File: src/rtl/quad_pkg.sv
// Shared definitions for the quadrature decoder: Gray-cycle state constants,
// step classification codes and the neighbour decode used against tracked state.
package quad_pkg;

   localparam int unsigned AB_W = 2;

   localparam logic [AB_W-1:0] GRAY_0 = 2'b00;
   localparam logic [AB_W-1:0] GRAY_1 = 2'b01;
   localparam logic [AB_W-1:0] GRAY_2 = 2'b11;
   localparam logic [AB_W-1:0] GRAY_3 = 2'b10;

   typedef enum logic [1:0] {
      STEP_NONE = 2'd0,
      STEP_FWD  = 2'd1,
      STEP_REV  = 2'd2,
      STEP_ERR  = 2'd3
   } step_e;

   function automatic logic [AB_W-1:0] gray_next(input logic [AB_W-1:0] s);
      logic [AB_W-1:0] n;
      case (s)
         GRAY_0:  n = GRAY_1;
         GRAY_1:  n = GRAY_2;
         GRAY_2:  n = GRAY_3;
         default: n = GRAY_0;
      endcase
      return n;
   endfunction

   function automatic logic [AB_W-1:0] gray_prev(input logic [AB_W-1:0] s);
      logic [AB_W-1:0] p;
      case (s)
         GRAY_0:  p = GRAY_3;
         GRAY_1:  p = GRAY_0;
         GRAY_2:  p = GRAY_1;
         default: p = GRAY_2;
      endcase
      return p;
   endfunction

   // Classify a candidate against tracked state; a two-bit change is illegal.
   function automatic step_e quad_decode(input logic [AB_W-1:0] t, input logic [AB_W-1:0] c);
      step_e r;
      r = STEP_ERR;
      if (c == t)                 r = STEP_NONE;
      else if (c == gray_next(t)) r = STEP_FWD;
      else if (c == gray_prev(t)) r = STEP_REV;
      return r;
   endfunction

endpackage

File: src/rtl/quad_input_filter.sv
// Synchronizes the {A,B} encoder bus and accepts a state only when it has been
// sampled identically on two consecutive prescaler ticks.
module quad_input_filter
   import quad_pkg::*;
#(
   parameter int unsigned pPRESC_BITS = 6
) (
   input  logic            i_clk,
   input  logic            i_rst_n,
   input  logic [AB_W-1:0] i_ab,
   output logic            o_accept_c,
   output logic [AB_W-1:0] o_state_c
);

   logic [AB_W-1:0]        r_sync1;
   logic [AB_W-1:0]        r_sync2;
   logic [AB_W-1:0]        r_sample;
   logic                   r_sample_vld;
   logic [pPRESC_BITS-1:0] r_presc;
   logic                   w_tick;

   assign w_tick = (r_presc == '0);

   // The sample register holds stale reset data until the first tick has loaded it.
   always_ff @(posedge i_clk) begin
      if (!i_rst_n) begin
         r_sync1      <= '0;
         r_sync2      <= '0;
         r_sample     <= '0;
         r_sample_vld <= 1'b0;
         r_presc      <= '0;
      end else begin
         r_sync1 <= i_ab;
         r_sync2 <= r_sync1;
         r_presc <= r_presc + pPRESC_BITS'(1);
         if (w_tick) begin
            r_sample     <= r_sync2;
            r_sample_vld <= 1'b1;
         end
      end
   end

   assign o_accept_c = w_tick && r_sample_vld && (r_sync2 == r_sample);
   assign o_state_c  = r_sync2;

endmodule

File: src/rtl/quad_decoder.sv
// x4 quadrature decoder: filtered {A,B} states are decoded against the tracked
// state to drive a wrapping signed position count, step pulses and a sticky error.
module quad_decoder
   import quad_pkg::*;
#(
   parameter int unsigned pCNT_BITS   = 16,
   parameter int unsigned pPRESC_BITS = 6
) (
   input  logic                        iCLK,
   input  logic                        iRESETn,
   input  logic                        iENC_A,
   input  logic                        iENC_B,
   input  logic                        iENABLE,
   input  logic                        iCLEAR,
   output logic signed [pCNT_BITS-1:0] oCOUNT,
   output logic                        oSTEP_INC,
   output logic                        oSTEP_DEC,
   output logic                        oDIR,
   output logic                        oERROR
);

   logic                 w_accept;
   logic [AB_W-1:0]      w_cand;
   step_e                w_step;
   logic                 w_live;
   logic                 w_fwd;
   logic                 w_rev;
   logic                 w_err;

   logic [AB_W-1:0]      r_track;
   logic                 r_init;
   logic [pCNT_BITS-1:0] r_count;
   logic                 r_inc;
   logic                 r_dec;
   logic                 r_dir;
   logic                 r_error;

   quad_input_filter #(
      .pPRESC_BITS(pPRESC_BITS)
   ) u_filter (
      .i_clk      (iCLK),
      .i_rst_n    (iRESETn),
      .i_ab       ({iENC_A, iENC_B}),
      .o_accept_c (w_accept),
      .o_state_c  (w_cand)
   );

   assign w_step = quad_decode(r_track, w_cand);

   // A clear request swallows any step or error accepted in the same cycle.
   always_comb begin
      w_live = w_accept && !r_init && !iCLEAR;
      w_fwd  = w_live && iENABLE && (w_step == STEP_FWD);
      w_rev  = w_live && iENABLE && (w_step == STEP_REV);
      w_err  = w_live && (w_step == STEP_ERR);
   end

   always_ff @(posedge iCLK) begin
      if (!iRESETn) begin
         r_track <= '0;
         r_init  <= 1'b1;
         r_count <= '0;
         r_inc   <= 1'b0;
         r_dec   <= 1'b0;
         r_dir   <= 1'b0;
         r_error <= 1'b0;
      end else begin
         r_inc <= w_fwd;
         r_dec <= w_rev;
         if (w_accept) begin
            r_track <= w_cand;
            r_init  <= 1'b0;
         end
         if (iCLEAR) begin
            r_count <= '0;
            r_error <= 1'b0;
         end else begin
            if (w_fwd) begin
               r_count <= r_count + pCNT_BITS'(1);
               r_dir   <= 1'b1;
            end
            if (w_rev) begin
               r_count <= r_count - pCNT_BITS'(1);
               r_dir   <= 1'b0;
            end
            if (w_err) r_error <= 1'b1;
         end
      end
   end

   assign oCOUNT    = r_count;
   assign oSTEP_INC = r_inc;
   assign oSTEP_DEC = r_dec;
   assign oDIR      = r_dir;
   assign oERROR    = r_error;

endmodule

File: config.mk
export PLATFORM = sky130hd
export DESIGN_NAME = quad_decoder
export DESIGN_NICKNAME = d
export VERILOG_FILES = /design/src/rtl/quad_pkg.sv /design/src/rtl/quad_input_filter.sv /design/src/rtl/quad_decoder.sv
export SDC_FILE = /design/constraint.sdc
export NUM_CORES = 1
export LEC_CHECK = 0
export CELL_PAD_IN_SITES_DETAIL_PLACEMENT = 1
export CELL_PAD_IN_SITES_GLOBAL_PLACEMENT = 1
export CORE_ASPECT_RATIO = 0.9
export CORE_MARGIN = 3
export CORE_UTILIZATION = 40
export DETAILED_ROUTE_END_ITERATION = 7
export DONT_BUFFER_PORTS = 1
export PLACE_DENSITY = 0.75
export SYNTH_ARGS = -nofsm -noshare
export SYNTH_HDL_FRONTEND = slang
export SYNTH_HIERARCHICAL = 1
export SYNTH_SLANG_ARGS = --single-unit
File: constraint.sdc
create_clock -name iCLK -period 8.45 [get_ports iCLK]
set_input_delay 2.1125 -clock iCLK [delete_from_list [all_inputs] [get_ports iCLK]]
set_output_delay 2.1125 -clock iCLK [all_outputs]
set_load 0.01 [all_outputs]
==> results.md <==
## Synthesis
* 238 — Syn Inst Count
* 6 — Synth Warn #
* 261 — synthesized netlist net count
* 0.332 — sequential fraction of the synthesis area
* 9.13 sq um — synthesized area per cell
* dfxtp_1 — Main synth FF type
* 0.00217 sq mm — combined area of all synthesized cells
* 36 — flip-flop and latch count after synthesis
* 52 — Netlist cell types
* 0 — Async SR Flop Fraction
* 0 — number of enable-type register cells in the synthesized netlist

## Global routing
* 0 — global route overflow
* 0.164 — Tot GR Track Use
* 0 — number of antenna violations at the first check in global routing
* 25 — maximum number of pins on one net before global-route repair
* 1757 — via count of the first global-routing pass
* 8600 microns — wire length of the first global-routing pass

## Routing
* 5.55 — via-per-instance ratio
* 30 — iteration-0 DRC count of the detailed router
* 1671 — DR vias
* 4 — first-pass detailed-route iteration total
* 0 — Detail Route Antenna Nets
* 16.4 microns — routed wire length per instance
* 4950 microns — wirelength, routed
* 0 — remaining routing DRC violations

## Layout
* dfxtp_1 — most common cell after layout, fill and taps aside
* dfxtp_1, nand2_1, a21oi_1 — most used cells in the layout excluding fill and tap cells
* 610 — Fillers
* 6.45% — area growth from synthesis to final layout
* 0.106 — ratio of cells with drive above 1 in the final layout
* 0.458 — utilization after layout
* 258 — number of nets in the layout
* 0 — diode count
* 0.00231 sq mm — cell area after layout

## Clock network
* 0 — post-cts repair resize count
* done — TritonCTS clock tree
* 300 ps — Worst-Skew Late Latency
* 80 ps — Clock Pin Slew Worst Setup and Hold Paths
* 2 — H-tree depth
* 0 — # hold bufs at CTS
* 2 — buffers from clock root to sink, at most
* 5 — number of buffers inserted during clock tree synthesis
* 36 — number of sinks driven by the clock tree
* 0 — setup fix buffers added after clock tree synthesis
* clkbuf_8 — clock root cell

## Critical path
* primary input — Startpoint Class
* 16 — critical path fanouts, max
* 5300 ps — data arrival time of the critical path
* register — critical path capture point type
* 8690 ps — WP data required
* primary input to register — Setup CP Type

## STA
* 0.205 — worst max-slew margin expressed relative to the limit
* 0 — Final Max Tran Viols
* 3390 ps — Setup WS post-layout
* 0 ps — setup TNS
* 5060 ps — time the worst path needs with I/O delays and setup
* 0.599 — crit share post-route
* no — setup repair after global routing missed its margin
* 4.15 ps — Setup Skew
* 1190 ps — slew at the pin closest to its max-slew limit
* 0 — number of failing setup endpoints in the final timing report
* 0.197 GHz — maximum frequency from static timing analysis
* 0 — number of endpoints with negative hold slack in the final report

## Power
* 0.0969 mV — maximum vdd drop
* 152 mW/mm^2 — power per unit of standard cell area
* 0.923 nW — standby leakage power
* 0.351 mW — Design Power

## Place
* 0 — Port Buffers
* 3560 microns — HPWL reported at the end of detailed placement
* 3160 ps — worst-case setup slack after placement
* 0.00220 sq mm — placed inst area
* 0.770 — placer's final routability congestion estimate

## Min path
* register to register — class of the tightest hold or removal check

## Die
* 0.00504 sq mm — placeable core region
* 83.7 microns — Die Width
* 26 — Ports
* 0.00635 sq mm — die footprint
* 24 — cell row count
* 75.9 microns — die outline height
* 0.431 — effective utilization at floorplan

## Run
* 0 — number of max-cap violations

## Outcome
* finished clean — run status

## final timing paths
path,from,to,slack (ps),cells after the start
max,iCLEAR,oCOUNT[14]$_SDFFE_PP0N_,3390,10
min,u_filter/r_sync1[1]$_SDFF_PN0_,u_filter/o_state_c[1]$_SDFF_PN0_,440,1
max reg2reg,u_filter/r_presc[3]$_SDFF_PN0_,oCOUNT[14]$_SDFFE_PP0N_,4020,13
min reg2reg,u_filter/r_sync1[1]$_SDFF_PN0_,u_filter/o_state_c[1]$_SDFF_PN0_,440,1
## power breakdown
| part | leakage, nW | internal, mW | switching (mW) |
|---|---|---|---|
| combinational | 0.576 | 0.00714 | 0.00785 |
| clock | 0.0548 | 0.0889 | 0.0707 |
| sequential | 0.292 | 0.173 | 0.00327 |
| total | 0.923 | 0.269 | 0.0818 |
## layout make-up
type,count,area [sq um],share of cell area
clock inverters,3,46.3,0.0200
multi-input cells,187,1380,0.595
well taps,65,81.3,0.0352
clock buffers,5,68.8,0.0298
flip-flops and latches,36,721,0.312
inverters,5,18.8,0.00812
## layer usage
| metal | GRT usage | vias to the layer above | part of all wire |
|---|---|---|---|
| li1 | - | 855 | - |
| met1 | 0.201 | 786 | 0.47 |
| met2 | 0.277 | 24 | 0.47 |
| met3 | 0.0499 | 6 | 0.045 |
| met4 | 0.0434 | 0 | 0.014 |
| met5 | 0 | - | 0 |
## state kept, by name (all words and copies together) (netlist names)
name,count
u_filter/o_state_c,2
r_init,1
oSTEP_INC,1
oERROR,1
oSTEP_DEC,1
oDIR,1
r_track,2
oCOUNT,16
u_filter/r_presc,6
u_filter/r_sample_vld,1
u_filter/r_sample,2
u_filter/r_sync1,2
## worst max-delay path, stage by stage
cell and delay [ps]:
nor3b_4 210, nand2_1 110, nor3_2 940, ha_1 450
o21ai_0 330, nor2_1 90, o41ai_2 440, a211oi_1 160
or3_1 370, nand3_1 80
## cells in the mapped netlist, drive strengths merged (3+ instances only)
library cell | n | share of area
xnor2 | 13 | 0.052
nand3 | 10 | 0.023
a31oi | 5 | 0.014
o21a | 4 | 0.017
nand2b | 3 | 0.0086
a21o | 5 | 0.017
inv | 5 | 0.0086
and2 | 12 | 0.036
a211oi | 10 | 0.050
nor3 | 3 | 0.0092
o21ai | 9 | 0.022
and3 | 3 | 0.0086
nand4 | 5 | 0.014
dfxtp | 36 | 0.33
mux2i | 5 | 0.023
ha | 16 | 0.092
clkbuf | 4 | 0.0069
xor2 | 5 | 0.024
nor2 | 11 | 0.019
nand2 | 20 | 0.035
buf | 6 | 0.019
o21bai | 3 | 0.010
nor2b | 4 | 0.012
a21oi | 19 | 0.046
## through the flow
| step | hold WS [ps] | instances |
|---|---|---|
| floorplan | 412 | 238 |
| global placement | 417 | 293 |
| detailed placement | 424 | 293 |
| CTS | 447 | 301 |
| global route | 470 | 301 |
| finish | 440 | 301 |
## kinds of logic (layout without fill, tap and decap cells)
family,after synthesis,after routing,synth area share
flops,36,36,0.332
xor+xnor,18,18,0.0760
compound gates,63,63,0.215
fa+ha+maj,17,17,0.101
simple gates,84,84,0.218
mux,5,5,0.0230
buf+inv,15,13,0.0346
Note: power is estimated with default switching activity, not from simulation.
